## src/rtl/sequencer_pkg.sv

```systemverilog
// Shared definitions for the instruction sequencer: FSM encodings, decoder
// cycle constants, the NOP encoding and the default fetch/trap vectors.
package sequencer_pkg;

  localparam int unsigned XLEN       = 64;
  localparam int unsigned ILEN       = 32;
  localparam int unsigned CYC_W      = 3;
  localparam int unsigned INSTRET_W  = 32;

  // Sequencer FSM states
  typedef enum logic [1:0] {
    ST_FETCH = 2'd0,
    ST_EXEC  = 2'd1,
    ST_TRAP  = 2'd2
  } seq_state_e;

  // Decoder cycle number at which an instruction completes
  localparam logic [CYC_W-1:0] DECODE_TERMINAL = 3'd3;

  // ADDI x0,x0,0
  localparam logic [ILEN-1:0] NOP_INSN = 32'h0000_0013;

  localparam logic [XLEN-1:0] DEFAULT_RESET_VECTOR = 64'h0000_0000_0000_0100;
  localparam logic [XLEN-1:0] DEFAULT_TRAP_VECTOR  = 64'h0000_0000_0000_0200;

  // Sequential next PC; wraps modulo 2^64 and never touches bits [1:0]
  function automatic logic [XLEN-1:0] pc_step(input logic [XLEN-1:0] pc);
    pc_step = pc + XLEN'(4);
  endfunction

endpackage

```

## src/rtl/sequencer.sv

```systemverilog
// Instruction sequencer: fetches one word at PC, then steps the decoder
// through its cycles until the terminal cycle retires the instruction or an
// undefined encoding diverts to the trap vector.
module sequencer
  import sequencer_pkg::*;
#(
  parameter logic [63:0] RESET_VECTOR = DEFAULT_RESET_VECTOR,
  parameter logic [63:0] TRAP_VECTOR  = DEFAULT_TRAP_VECTOR
) (
  input  logic        clk_i,
  input  logic        reset_i,
  output logic        istb_o,
  output logic [63:0] iadr_o,
  input  logic        iack_i,
  input  logic [31:0] idat_i,
  output logic [31:0] ir_o,
  output logic [2:0]  state_o,
  input  logic [2:0]  nstate_i,
  input  logic        defined_i,
  output logic        trap_o,
  output logic [63:0] epc_o,
  output logic [31:0] instret_o
);

  seq_state_e           fsm_q;
  logic [XLEN-1:0]      pc_q;
  logic [ILEN-1:0]      ir_q;
  logic [CYC_W-1:0]     cyc_q;
  logic [XLEN-1:0]      epc_q;
  logic [INSTRET_W-1:0] instret_q;

  // Sequencer FSM with PC, IR, cycle, EPC and retire-count registers
  always_ff @(posedge clk_i) begin
    if (!reset_i) begin
      fsm_q     <= ST_FETCH;
      pc_q      <= RESET_VECTOR;
      ir_q      <= NOP_INSN;
      cyc_q     <= '0;
      epc_q     <= '0;
      instret_q <= '0;
    end else begin
      unique case (fsm_q)
        ST_FETCH: begin
          // Wait as long as it takes for the acknowledge
          if (iack_i) begin
            ir_q  <= idat_i;
            cyc_q <= '0;
            fsm_q <= ST_EXEC;
          end
        end
        ST_EXEC: begin
          // Undefined encoding wins over retire and cycle advance
          if (!defined_i) begin
            fsm_q <= ST_TRAP;
          end else if (cyc_q == DECODE_TERMINAL) begin
            pc_q      <= pc_step(pc_q);
            instret_q <= instret_q + INSTRET_W'(1);
            cyc_q     <= '0;
            fsm_q     <= ST_FETCH;
          end else begin
            // nstate_i equal to the current cycle is a legal stall
            cyc_q <= nstate_i;
          end
        end
        ST_TRAP: begin
          epc_q <= pc_q;
          pc_q  <= TRAP_VECTOR;
          cyc_q <= '0;
          fsm_q <= ST_FETCH;
        end
        default: begin
          fsm_q <= ST_FETCH;
        end
      endcase
    end
  end

  // Fetch strobe and trap pulse follow the FSM, held low while in reset
  assign istb_o = reset_i && (fsm_q == ST_FETCH);
  assign trap_o = reset_i && (fsm_q == ST_TRAP);

  assign iadr_o    = pc_q;
  assign ir_o      = ir_q;
  assign state_o   = cyc_q;
  assign epc_o     = epc_q;
  assign instret_o = instret_q;

endmodule
```

## config.mk

```make
export PLATFORM = sky130hd
export DESIGN_NAME = sequencer
export DESIGN_NICKNAME = d
export VERILOG_FILES = /design/src/rtl/sequencer_pkg.sv /design/src/rtl/sequencer.sv
export SDC_FILE = /design/constraint.sdc
export NUM_CORES = 1
export LEC_CHECK = 0
export CAP_MARGIN = 10
export CORE_ASPECT_RATIO = 1.75
export CORE_MARGIN = 2
export CORE_UTILIZATION = 38
export DETAILED_ROUTE_END_ITERATION = 10
export PLACE_DENSITY = 0.66
export SYNTH_ARGS = -nofsm -noshare
export SYNTH_HDL_FRONTEND = slang
export SYNTH_SLANG_ARGS = --single-unit
```

## constraint.sdc

```tcl
create_clock -name clk_i -period 2.01 [get_ports clk_i]
set_input_delay 0.402 -clock clk_i [delete_from_list [all_inputs] [get_ports clk_i]]
set_output_delay 0.402 -clock clk_i [all_outputs]
set_load 0.005 [all_outputs]
```

**Word level (Yosys, flattened, before mapping)**

Cells that the tools add are included.

- $add $sub $neg: 2
- Eq/ne operators: 7
- Muxes and demuxes: 11
- Reductions and logical operators: 10

Operators by type and width:

| cell | count |
|---|---|
| 64-bit 2-to-1 mux | 2 |
| 64-bit case mux with 2 select lines | 1 |
| 64-bit by 3-bit adder with 64-bit output (second input constant) | 1 |
| 32-bit by 1-bit adder with 32-bit output (second input constant) | 1 |
| 3-bit 2-to-1 mux | 3 |
| 3-bit case mux with 3 select lines | 1 |
| 3-bit AND reduction | 3 |
| 2-bit 2-to-1 mux | 3 |
| 2-bit inequality test (second input constant) | 3 |
| 2-bit case mux with 2 select lines | 1 |
| 2-bit AND reduction | 2 |
| 3-bit by 2-bit equality test with 1-bit output (second input constant) | 1 |
| 3-bit inequality test (second input constant) | 1 |
| 3-bit nonzero test | 1 |
| 2-bit by 1-bit equality test with 1-bit output (second input constant) | 1 |
| 2-bit equality test (second input constant) | 1 |
| 1-bit logical AND | 2 |
| 2-bit zero test | 1 |
| 2-bit nonzero test | 1 |

- Register bits: 197
- Output and inout port bits: 197

**Longest topological paths before layout**

Gate-level depths: netlist (run 1).

- Word-level depth: 4
- Gate-level depth with buffers: 7

**Worst setup path before layout (run 1)**

Ideal clock, no wire load.

- Kind: register to register
- Start: register pc_q[29] (netlist: iadr_o[29])
- End: register pc_q[52] (netlist: iadr_o[52])
- Arrival time: 2063 ps
- Required time: 1940 ps
- Path slack: -124 ps
- Cell stages (with the launch flop): 7
- Buffers on the path: 1
- Clock period less this slack: 2134 ps
- Cells stage by stage: dfxtp_1 -> nand4_2 -> or3_1 -> or4_4 -> buf_6 -> or4_1 -> a21oi_1

- Cells in the longest elaborated chain, start to end: 4

RTL lines:

| item | line | text |
|---|---|---|
| from (decl) | sequencer.sv:26 | `logic [XLEN-1:0] pc_q;` |
| from (signal assigned) | sequencer.sv:56 | `pc_q <= pc_step(pc_q);` |
| 64-bit by 3-bit adder with 64-bit output | sequencer_pkg.sv:28 | `pc_step = pc + XLEN'(4);` |
| 64-bit 2-to-1 mux | sequencer.sv:55 | `end else if (cyc_q == DECODE_TERMINAL) begin` |
| 64-bit 2-to-1 mux | sequencer.sv:53 | `if (!defined_i) begin` |
| 64-bit case mux with 2 select lines | sequencer.sv:42 | `unique case (fsm_q)` |

No other way between the ends. The select of a mux whose other input is x is not followed.
A chain may end at the register's enable or synchronous reset.

**Final worst setup path (run 1)**

- Start: register pc_q[30] (netlist: iadr_o[30])
- End: register pc_q[51] (netlist: iadr_o[51])

The elaborated chain is that of the path after synthesis.

==> results of run 1 <==
registers in the layout, summed over array words and instances, names as in the netlist:
name	flops
epc_o	62
iadr_o	62
instret_o	32
ir_o	32
state_o	3
fsm_q	2
power by group:
group | internal (W) | total, W | switching [W]
Clock | 0.00219 | 0.00367 | 0.00148
Combinational | 0.000233 | 0.000446 | 0.000213
Sequential | 0.00387 | 0.00389 | 0.0000266
Total | 0.00629 | 0.00801 | 0.00172
synth_stat cells, types with 9 or more instances:
| master | instances | area (sq um) |
|---|---|---|
| a21oi_1 | 31 | 155 |
| inv_1 | 12 | 45.0 |
| or3_1 | 24 | 150 |
| o31ai_1 | 9 | 67.6 |
| nor2_1 | 39 | 146 |
| a21boi_0 | 95 | 713 |
| xnor2_1 | 18 | 158 |
| and4_1 | 10 | 87.6 |
| nand3_1 | 41 | 205 |
| clkbuf_1 | 47 | 176 |
| nor3_1 | 12 | 60.1 |
| dfxtp_1 | 193 | 3860 |
| and2_1 | 33 | 206 |
| or4_1 | 12 | 90.1 |
| nand2_1 | 229 | 860 |
| o21ai_0 | 26 | 130 |
| nor4_1 | 15 | 93.8 |
| nand4_1 | 24 | 150 |
| xor2_1 | 32 | 280 |
area by class of cell:
class                   count  share of cell area, %
clock inverters             8                  0.981
repair buffers            354                   26.6
well taps                 255                   2.58
flip-flops and latches    193                   31.5
clock buffers              24                   4.22
multi-input cells         709                   33.8
inverters                  12                  0.364
cell families (layout without fill, tap and decap cells):
group                    count (synthesis)  after routing  share of synthesized area [%]
AO/OA/AOI/OAI                          170            170                           13.9
XOR/XNOR                                50             50                           5.36
adder cells (fa/ha/maj)                  2              2                          0.306
buffers and inverters                   71            398                           3.54
flip-flops                             193            193                           47.3
multiplexers                             7              7                          0.858
other                                    1              4                         0.0459
AND/OR/NAND/NOR                        475            476                           28.7
timing repair:
action,CTS,global route
hold buffers,0,0
gates resized for setup,10,27
setup buffers,2,5
cloned,1,0
endpoints found under the setup margin,15,21
pin swaps,1,20
worst paths after layout:
kind / startpoint / slack (ns) / to
max: iadr_o[30] / -0.01 / iadr_o[51]
min: reset_i / 0.30 / epc_o[4]
max reg2reg: iadr_o[30] / -0.01 / iadr_o[51]
min reg2reg: ir_o[6] / 0.46 / ir_o[6]
metrics by stage:
| stage | total power (W) | cell area [sq um] | setup TNS (ns) |
|---|---|---|---|
| 6_report | 0.00801 | 12400 | -0.0121 |
| 5_1_grt | 0.00831 | 12400 | -0.328 |
| 4_1_cts | 0.00812 | 12200 | -0.0365 |
| 3_5_place_dp | 0.00443 | 11500 | -10.68 |
| 3_3_place_gp | 0.00443 | 11500 | -7.82 |
| 2_1_floorplan | 0.00418 | 8230 | 0 |
critical path: stages (launching register included):
cell	delay, ns
dfxtp_4	0.36
nand4_4	0.12
or3_4	0.37
or4_4	0.47
or4_4	0.50
a21oi_2	0.14
cells in the final DEF, fill, tap and decap left out, types with 25 or more instances in the layout:
| cell type | count |
|---|---|
| o21ai_0 | 25 |
| nor2_1 | 38 |
| a21oi_1 | 26 |
| and2_1 | 33 |
| nand3_1 | 36 |
| dfxtp_1 | 176 |
| nand2_1 | 227 |
| clkdlybuf4s50_1 | 228 |
| buf_4 | 115 |
| a21boi_0 | 95 |
| xor2_1 | 32 |
metal layers:
layer	part of all wire (%)	routed length (microns)	vias to the layer above	global-route usage, %
li1	-	-	3932	-
met1	39	9560	3759	22.9
met4	3.0	746	0	9.64
met3	3.6	895	44	4.19
met5	0	0	-	0
met2	55	13500	163	40.1
==> impl_metrics.yaml, run 1 <==
synth:
  synth_area_per_cell_sq_um: 8.43
  synth_cell_type_count: 45
  synth_area_sq_um: 8170
  postSynthCellCount: 969
  ys_ff_latch: 193
  synth_edf_count: 0
  ys_seq_area_share_pct: 47.3
  synth_top_flop_cell: "dfxtp_1"
  synth_warnings: 0
  synthArstFlopShare_pct: 0
layout:
  fin_nets: 1328
  n_antenna_cell: 0
  final_util_pct: 58.0
  seqCellArea_sq_um: 3890
  syn_to_final_growth_pct: 51.5
  drive_gt1_share_pct: 16.1
  multi_input_area_sq_um: 4180
  final_cells: 1555
  fillCellCount: 1950
die:
  die_h_microns: 198
  core_sq_um: 21300
  rows: 71
  die_x_microns: 115
  dieArea_sq_um: 22700
  start_util_pct: 38.3
  io_pins: 236
worst_setup_path:
  cp-start-kind: "register"
  path_max_fanout: 6
  arrival_ns: 2.39
  cp.required_ns: 2.38
  cp-end-kind: "register"
  ff2ff_path_depth: 5
  critPathKind: "register to register"
timing:
  clock_skew_ns: 0.00488
  worst_slew_pin_slew_ns: 0.507
  fin_crit_sh_pct: 101
  fin_crit_ns: 2.02
  finalMaxSlewViolations: 0
  rsz0062_at_grt: "yes"
  setup_slack_ns: -0.0121
  setup_violations: 1
  max_slew_margin_pct: 66.2
  holdWs_ns: 0.297
  fmax_ghz: 0.495
  finalHoldViolCount: 0
power_and_ir_drop:
  leakagePower_nw: 4.59
  pwr_density_cell_nw_per_um2: 647
  ir_worst_vdd_v: 0.000650
clock_tree:
  numClockSinks: 193
  cts.clk_slew.worst_paths_ns: 0.07
  cts_root_buffer: "clkbuf_16"
  clk_path_buf_depth: 2
  cts_tree: "yes"
  clk-insertion-delay-late_ns: 0.43
  htree_levels: 4
  cts_made_buffers: 17
routing:
  postRouteWirelength_microns: 24700
  viasPerCell: 5.08
  first_pass_iters: 4
  wire_per_inst_microns: 15.9
  drc: 0
  vias: 7898
  ant_nets: 0
  initialDrtViolationCount: 470
global_route:
  grt_pass1_wl_microns: 38700
  antenna_found_initial: 0
  grt_use_total_pct: 21.5
  grt_pass1_vias: 7651
  grt_max_degree: 60
  overflow: 0
worst_hold_path:
  hp-class: "input port to register"
  hold_depth: 2
placement:
  place_inst: 1515
  portBuffers: 231
  dpl_worst_slack_ns: -0.287
  hpwl_microns: 17700
  gp_congestion: 0.818
status:
  violations: "setup timing"
  status: "finished with violations"
flow_run:
  drv_cap: 0
Note: power is estimated with default switching activity, not from simulation.
==> run 2: changes to the inputs <==
--- a/config.mk
+++ b/config.mk
@@ -11,6 +11,7 @@
 export CORE_UTILIZATION = 38
 export DETAILED_ROUTE_END_ITERATION = 10
 export PLACE_DENSITY = 0.66
+export SLEW_MARGIN = 20
 export SYNTH_ARGS = -nofsm -noshare
 export SYNTH_HDL_FRONTEND = slang
 export SYNTH_SLANG_ARGS = --single-unit
==> results of run 2 <==
Final layout, timing and power as in run 1 (identical DEF).
